[src/rtl/cache_fill_responder.sv]
// Cache line fill responder: fetches a 4x16-bit line critical-word-first and
// streams it to the cache, or performs a single byte-enabled word write.
module cache_fill_responder (
    input  logic        clk,
    input  logic        reset,
    input  logic        i_req,
    input  logic [31:0] i_req_addr,
    input  logic        i_req_rw,
    input  logic [15:0] i_req_wdata,
    input  logic        i_req_wrl,
    input  logic        i_req_wru,
    output logic        o_fill,
    output logic [15:0] o_rdata,
    output logic        o_wr_ack,
    output logic        o_busy,
    output logic        o_mem_req,
    output logic [31:0] o_mem_addr,
    output logic        o_mem_we,
    output logic [15:0] o_mem_wdata,
    output logic [1:0]  o_mem_bsel,
    input  logic [15:0] i_mem_rdata,
    input  logic        i_mem_ack
);

    typedef enum logic [2:0] {
        S_IDLE    = 3'd0,
        S_FETCH   = 3'd1,
        S_FILL    = 3'd2,
        S_STREAM  = 3'd3,
        S_WRITE   = 3'd4,
        S_RELEASE = 3'd5
    } state_t;

    state_t      r_state;
    state_t      w_state_nxt;
    logic [28:0] r_line;
    logic [28:0] w_line_nxt;
    logic [1:0]  r_idx;
    logic [1:0]  w_idx_nxt;
    logic [1:0]  r_cnt;
    logic [1:0]  w_cnt_nxt;
    logic [1:0]  r_scnt;
    logic [1:0]  w_scnt_nxt;
    logic [15:0] r_buf [0:3];
    logic        w_buf_we;
    logic [1:0]  w_word_k;
    logic [1:0]  w_slot_next;

    logic        r_fill,      w_fill_nxt;
    logic [15:0] r_rdata,     w_rdata_nxt;
    logic        r_wr_ack,    w_wr_ack_nxt;
    logic        r_busy,      w_busy_nxt;
    logic        r_mem_req,   w_mem_req_nxt;
    logic [31:0] r_mem_addr,  w_mem_addr_nxt;
    logic        r_mem_we,    w_mem_we_nxt;
    logic [15:0] r_mem_wdata, w_mem_wdata_nxt;
    logic [1:0]  r_mem_bsel,  w_mem_bsel_nxt;

    // Byte address bit 0 never reaches memory: accesses are word aligned.
    logic w_unused_addr0;
    assign w_unused_addr0 = i_req_addr[0];

    // Wrap-around word order within the line, critical word first.
    assign w_word_k    = r_idx + r_cnt + 2'd1;
    assign w_slot_next = r_scnt + 2'd1;

    // State register.
    always_ff @(posedge clk) begin
        if (!reset) begin
            r_state <= S_IDLE;
        end else begin
            r_state <= w_state_nxt;
        end
    end

    // Next-state and next-output decode; outputs are registered below.
    always_comb begin
        w_state_nxt     = r_state;
        w_line_nxt      = r_line;
        w_idx_nxt       = r_idx;
        w_cnt_nxt       = r_cnt;
        w_scnt_nxt      = r_scnt;
        w_buf_we        = 1'b0;
        w_fill_nxt      = 1'b0;
        w_wr_ack_nxt    = 1'b0;
        w_rdata_nxt     = r_rdata;
        w_mem_req_nxt   = r_mem_req;
        w_mem_addr_nxt  = r_mem_addr;
        w_mem_we_nxt    = r_mem_we;
        w_mem_wdata_nxt = r_mem_wdata;
        w_mem_bsel_nxt  = r_mem_bsel;
        case (r_state)
            S_IDLE: begin
                if (i_req) begin
                    w_line_nxt    = i_req_addr[31:3];
                    w_idx_nxt     = i_req_addr[2:1];
                    w_cnt_nxt     = 2'd0;
                    w_mem_req_nxt = 1'b1;
                    if (i_req_rw) begin
                        w_state_nxt    = S_FETCH;
                        w_mem_addr_nxt = {i_req_addr[31:3], i_req_addr[2:1], 1'b0};
                        w_mem_we_nxt   = 1'b0;
                        w_mem_bsel_nxt = 2'b11;
                    end else begin
                        w_state_nxt     = S_WRITE;
                        w_mem_addr_nxt  = {i_req_addr[31:1], 1'b0};
                        w_mem_we_nxt    = 1'b1;
                        w_mem_wdata_nxt = i_req_wdata;
                        w_mem_bsel_nxt  = {i_req_wru, i_req_wrl};
                    end
                end else begin
                    w_state_nxt = S_IDLE;
                end
            end
            S_FETCH: begin
                if (i_mem_ack) begin
                    w_buf_we = 1'b1;
                    if (r_cnt == 2'd3) begin
                        w_mem_req_nxt = 1'b0;
                        // A request withdrawn mid-burst is dropped once memory is quiet.
                        if (i_req) begin
                            w_state_nxt = S_FILL;
                            w_fill_nxt  = 1'b1;
                            w_rdata_nxt = r_buf[0];
                        end else begin
                            w_state_nxt = S_IDLE;
                        end
                    end else begin
                        w_cnt_nxt      = r_cnt + 2'd1;
                        w_mem_addr_nxt = {r_line, w_word_k, 1'b0};
                    end
                end else begin
                    w_state_nxt = S_FETCH;
                end
            end
            S_FILL: begin
                w_state_nxt = S_STREAM;
                w_scnt_nxt  = 2'd1;
                w_rdata_nxt = r_buf[1];
            end
            S_STREAM: begin
                if (r_scnt == 2'd3) begin
                    w_state_nxt = S_RELEASE;
                end else begin
                    w_scnt_nxt  = w_slot_next;
                    w_rdata_nxt = r_buf[w_slot_next];
                end
            end
            S_WRITE: begin
                if (i_mem_ack) begin
                    w_state_nxt    = S_RELEASE;
                    w_mem_req_nxt  = 1'b0;
                    w_mem_we_nxt   = 1'b0;
                    w_mem_bsel_nxt = 2'b11;
                    w_wr_ack_nxt   = 1'b1;
                end else begin
                    w_state_nxt = S_WRITE;
                end
            end
            S_RELEASE: begin
                if (!i_req) begin
                    w_state_nxt = S_IDLE;
                end else begin
                    w_state_nxt = S_RELEASE;
                end
            end
            default: begin
                w_state_nxt    = S_IDLE;
                w_mem_req_nxt  = 1'b0;
                w_mem_we_nxt   = 1'b0;
                w_mem_bsel_nxt = 2'b11;
            end
        endcase
        w_busy_nxt = (w_state_nxt != S_IDLE);
    end

    // Datapath, line buffer and registered outputs.
    always_ff @(posedge clk) begin
        if (!reset) begin
            r_line      <= 29'd0;
            r_idx       <= 2'd0;
            r_cnt       <= 2'd0;
            r_scnt      <= 2'd0;
            r_buf[0]    <= 16'd0;
            r_buf[1]    <= 16'd0;
            r_buf[2]    <= 16'd0;
            r_buf[3]    <= 16'd0;
            r_fill      <= 1'b0;
            r_rdata     <= 16'd0;
            r_wr_ack    <= 1'b0;
            r_busy      <= 1'b0;
            r_mem_req   <= 1'b0;
            r_mem_addr  <= 32'd0;
            r_mem_we    <= 1'b0;
            r_mem_wdata <= 16'd0;
            r_mem_bsel  <= 2'b11;
        end else begin
            r_line      <= w_line_nxt;
            r_idx       <= w_idx_nxt;
            r_cnt       <= w_cnt_nxt;
            r_scnt      <= w_scnt_nxt;
            if (w_buf_we) begin
                r_buf[r_cnt] <= i_mem_rdata;
            end
            r_fill      <= w_fill_nxt;
            r_rdata     <= w_rdata_nxt;
            r_wr_ack    <= w_wr_ack_nxt;
            r_busy      <= w_busy_nxt;
            r_mem_req   <= w_mem_req_nxt;
            r_mem_addr  <= w_mem_addr_nxt;
            r_mem_we    <= w_mem_we_nxt;
            r_mem_wdata <= w_mem_wdata_nxt;
            r_mem_bsel  <= w_mem_bsel_nxt;
        end
    end

    assign o_fill      = r_fill;
    assign o_rdata     = r_rdata;
    assign o_wr_ack    = r_wr_ack;
    assign o_busy      = r_busy;
    assign o_mem_req   = r_mem_req;
    assign o_mem_addr  = r_mem_addr;
    assign o_mem_we    = r_mem_we;
    assign o_mem_wdata = r_mem_wdata;
    assign o_mem_bsel  = r_mem_bsel;

endmodule

[config.mk]
export PLATFORM = sky130hd
export DESIGN_NAME = cache_fill_responder
export DESIGN_NICKNAME = d
export VERILOG_FILES = /design/src/rtl/cache_fill_responder.sv
export SDC_FILE = /design/constraint.sdc
export NUM_CORES = 1
export LEC_CHECK = 0
export BUFFER_PORTS_ARGS = -buffer_cell sky130_fd_sc_hd__buf_2
export CORE_UTILIZATION = 40
export CTS_BUF_LIST = sky130_fd_sc_hd__clkbuf_8
export DETAILED_ROUTE_END_ITERATION = 8
export GPL_TIMING_DRIVEN = 0
export HOLD_SLACK_MARGIN = 0.03
export PLACE_DENSITY = 0.65
export SLEW_MARGIN = 15
export SYNTH_ARGS = -nofsm -noshare
export SYNTH_HDL_FRONTEND = slang
export SYNTH_SLANG_ARGS = --single-unit
[constraint.sdc]
create_clock -name clk -period 4.85 [get_ports clk]
set_clock_uncertainty 0.1 [all_clocks]
set_input_delay 0.97 -clock clk [delete_from_list [all_inputs] [get_ports clk]]
set_output_delay 0.97 -clock clk [all_outputs]
set_load 0.05 [all_outputs]
==> flow_results.xml <==
<?xml version="1.0" encoding="UTF-8"?>
<metrics>
  <group name="status">
    <metric name="status" unit="">finished, final reports clean</metric>
  </group>
  <group name="synth">
    <metric name="async_reset_ff_share" unit="%">0</metric>
    <metric name="synthTopCellsByArea" unit="">dfxtp_1 29%, edfxtp_1 25%, nand2_1 7.3%</metric>
    <metric name="synth_sequential_area_ratio" unit="%">53.9</metric>
    <metric name="synth.largest_area_cell" unit="">dfxtp_1</metric>
    <metric name="yosys_register_bits" unit="">172</metric>
    <metric name="distinct_cells_synth" unit="">49</metric>
    <metric name="syn-num-nets" unit="">792</metric>
    <metric name="syn-cell-area" unit="µm²">7580</metric>
    <metric name="synthTopCellsByCount" unit="">147 x nand2_1, 108 x dfxtp_1, 66 x and2_1</metric>
    <metric name="synth.avg_cell_area" unit="µm²">10.6</metric>
    <metric name="synth_enable_flop_cells" unit="">64</metric>
    <metric name="yosys_warnings" unit="">0</metric>
    <metric name="synthCells" unit="">717</metric>
    <metric name="yosys_most_used_dff" unit="">dfxtp_1</metric>
    <metric name="post-synth-top-count-cell" unit="">nand2_1</metric>
    <metric name="netlist.area_leader.share" unit="%">28.5</metric>
  </group>
  <group name="die">
    <metric name="fp.dieArea" unit="µm²">19500</metric>
    <metric name="core.rowCount" unit="">49</metric>
    <metric name="floorplan.die.width" unit="µm">140</metric>
    <metric name="fp.coreArea" unit="µm²">18300</metric>
    <metric name="initial_cell_density_of_the_core" unit="%">41.5</metric>
    <metric name="io_pins" unit="">142</metric>
    <metric name="vertical_extent_of_the_die" unit="µm">140</metric>
  </group>
  <group name="worst_setup_path">
    <metric name="worstPathBufferInverterCount" unit="">3</metric>
    <metric name="critical_path.top_delay_family" unit="">buffers and inverters</metric>
    <metric name="path_cells" unit="">buf_2 -&gt; clkbuf_1 -&gt; clkbuf_1 -&gt; nand2b_1</metric>
    <metric name="endpoint_kind" unit="">register</metric>
    <metric name="critPathRequiredTime" unit="ps">4770</metric>
    <metric name="path_common_cell" unit="">clkbuf_1</metric>
    <metric name="worst-endpoint-arrival" unit="ps">2740</metric>
    <metric name="critical-path-slowest-cell" unit="">nand2b_1</metric>
    <metric name="delay_of_the_slowest_cell_on_the_worst_path" unit="ps">640</metric>
    <metric name="critical_path_peak_fanout" unit="">16</metric>
    <metric name="timing_worst_setup_path_type" unit="">in2reg</metric>
    <metric name="timing.critical_path.from_type" unit="">input pin</metric>
  </group>
  <group name="grt">
    <metric name="track_usage" unit="%">18.8</metric>
    <metric name="grt.overflow.total" unit="">0</metric>
    <metric name="wire_length_of_the_first_global_routing_pass" unit="mm">28.1</metric>
    <metric name="grt_start_max_net_pins" unit="">17</metric>
    <metric name="first_global_vias" unit="">5345</metric>
    <metric name="antenna_found_initial" unit="">1</metric>
  </group>
  <group name="detailed_routing">
    <metric name="vias" unit="">5603</metric>
    <metric name="totalWireLength" unit="mm">17.9</metric>
    <metric name="avgRoutedWirePerCell" unit="µm">16.0</metric>
    <metric name="detail_route.vias_per_cell" unit="">5.01</metric>
    <metric name="drt_pre_antenna_iters" unit="">4</metric>
    <metric name="drt-initial-drc-count" unit="">191</metric>
    <metric name="drt.antenna.violating_nets" unit="">0</metric>
    <metric name="post-route-drc-count" unit="">0</metric>
  </group>
  <group name="placed_design">
    <metric name="finalWeightedCongestion" unit="">0.808</metric>
    <metric name="placed_cells_incl_taps" unit="">1085</metric>
    <metric name="port_buffer_count" unit="">138</metric>
    <metric name="preCtsSetupSlack" unit="ps">1480</metric>
    <metric name="hpwl" unit="mm">12.6</metric>
  </group>
  <group name="sta">
    <metric name="slew_viol_final" unit="">0</metric>
    <metric name="setup-violations-final" unit="">0</metric>
    <metric name="tns" unit="ps">0</metric>
    <metric name="period_share" unit="%">58.2</metric>
    <metric name="setup_repair_after_global_routing_missed_its_margin" unit="">no</metric>
    <metric name="timing.slew.headroom" unit="%">38.0</metric>
    <metric name="layout_setup_ws" unit="ps">2030</metric>
    <metric name="tightest_slew" unit="ps">931</metric>
    <metric name="final_min_period" unit="ps">2820</metric>
    <metric name="finalHoldViolCount" unit="">0</metric>
    <metric name="achievable-frequency" unit="GHz">0.354</metric>
  </group>
  <group name="power">
    <metric name="total_switching_power" unit="W">0.000945</metric>
    <metric name="sw_frac_of_total" unit="%">27.8</metric>
    <metric name="power.ir.vdd_worst" unit="mV">0.177</metric>
    <metric name="power_report.internal_total" unit="W">0.00245</metric>
    <metric name="p_comb_share" unit="%">16.0</metric>
    <metric name="leakage_power" unit="nW">3.97</metric>
    <metric name="clkPwrFrac" unit="%">36.2</metric>
    <metric name="ratio_of_total_power_to_cell_area" unit="nW/µm²">375</metric>
    <metric name="power.share.sequential" unit="%">47.8</metric>
  </group>
  <group name="cts">
    <metric name="post_cts_resize_count" unit="">0</metric>
    <metric name="clock_latency" unit="ps">470</metric>
    <metric name="cts_buffer_depth" unit="">2</metric>
    <metric name="cts_root_buffer" unit="">clkbuf_8</metric>
    <metric name="cts.repair_timing.setup_buffer_count" unit="">0</metric>
    <metric name="clkTransAtPathRegs" unit="ps">80</metric>
    <metric name="htree_num_levels" unit="">4</metric>
    <metric name="post_cts_hold_buffer_count" unit="">0</metric>
    <metric name="cts_sinks" unit="">172</metric>
    <metric name="tritoncts.num_buffers" unit="">17</metric>
    <metric name="tritoncts" unit="">yes</metric>
  </group>
  <group name="finish">
    <metric name="post_route_cells_drive_above_1_share" unit="%">25.7</metric>
    <metric name="syn_to_final_growth" unit="%">19.7</metric>
    <metric name="final_cells" unit="">1118</metric>
    <metric name="net_count_of_the_finished_layout" unit="">950</metric>
  </group>
  <group name="worst_hold_path">
    <metric name="min-delay-path-class" unit="">reg2reg</metric>
  </group>
  <group name="job">
    <metric name="maxCapViolations" unit="">0</metric>
  </group>
</metrics>
==> logic make-up after synthesis <==
logic type               Yosys count  share of synthesized area (%)
buffers and inverters             74                           4.74
adder cells (fa/ha/maj)            4                          0.660
AND/OR/NAND/NOR                  264                           16.7
AO/OA/AOI/OAI                    154                           15.0
XOR/XNOR                           2                          0.231
other                              1                         0.0494
flip-flops                       172                           53.9
multiplexers                      46                           8.71
==> through the flow <==
stage	hold slack [ps]	instance area (µm²)	total power, W	util, %
floorplan	335	7580	0.00204	-
global placement	329	8560	0.00220	46.9
detailed placement	336	8580	0.00221	47.0
CTS	356	9070	0.00343	49.7
global route	380	9070	0.00354	49.7
finish	350	9080	0.00340	49.7
==> sequential cells by signal, indices dropped and copies added (netlist names) <==
register / cells
o_wr_ack: 1
o_busy: 1
o_mem_we: 1
o_fill: 1
r_idx: 2
o_mem_wdata: 16
o_mem_req: 1
o_rdata: 16
r_scnt: 2
r_buf: 64
r_cnt: 2
o_mem_bsel: 2
r_state: 3
o_mem_addr: 31
r_line: 29
==> path summary, 6_finish.rpt <==
| check | start | endpoint | slack, ps | cells after the start |
|---|---|---|---|---|
| worst max register to register | r_state[0]$_SDFF_PN0_ | r_buf[2][11]$_SDFFCE_PN0P_ | 2100 | 8 |
| worst min register to register | o_rdata[14]$_SDFFE_PN0P_ | o_rdata[14]$_SDFFE_PN0P_ | 350 | 2 |
| worst min-delay path | o_rdata[14]$_SDFFE_PN0P_ | o_rdata[14]$_SDFFE_PN0P_ | 350 | 2 |
| worst max-delay path | reset | r_buf[0][6]$_SDFFCE_PN0P_ | 2030 | 4 |
==> power by group through the flow <==
stage               sequential, W  clock [W]  combinational [W]
detailed placement        0.00166          0           0.000550
global placement          0.00166          0           0.000544
floorplan                 0.00181          0           0.000236
global route              0.00163    0.00131           0.000590
finish                    0.00162    0.00123           0.000545
CTS                       0.00162    0.00125           0.000551
==> layer usage <==
metal | GRT usage [%] | part of all wire, % | wire (µm) | vias up
met2 | 30.8 | 48 | 8520 | 127
met4 | 6.48 | 1.4 | 251 | 0
li1 | - | - | - | 2810
met1 | 24.3 | 46 | 8200 | 2648
met3 | 4.54 | 5.1 | 911 | 18
met5 | 0 | 0 | 0 | -
==> cells in the final DEF, fill, tap and decap left out, drive strengths merged, types with 3 or more instances in the layout <==
cell,instances
clkbuf,44
dfxtp,108
edfxtp,64
mux2i,30
nor3,5
and3,3
o211a,29
nand2,147
inv,25
a21oi,18
nand3,3
mux4,16
nand2b,6
o21ai,26
a21boi,51
o21a,3
ha,4
nor2,21
o31ai,16
nor2b,3
buf,168
bufinv,6
and2,66
==> cell type report <==
cell class,instances,area (µm²)
fill,1692,9190
sequential,172,4080
multi-input combinational,471,3140
timing repair buffer,139,706
tap,229,287
buffer,54,284
clock buffer,19,262
clock inverter,13,233
inverter,20,75.1
antenna,1,2.50
==> worst min-delay path, cell delays in order, from the launching register on <==
cell and delay, ps:
dfxtp_1 330, nand2_1 50, o31ai_1 50
(Power assumes the default switching activity.)
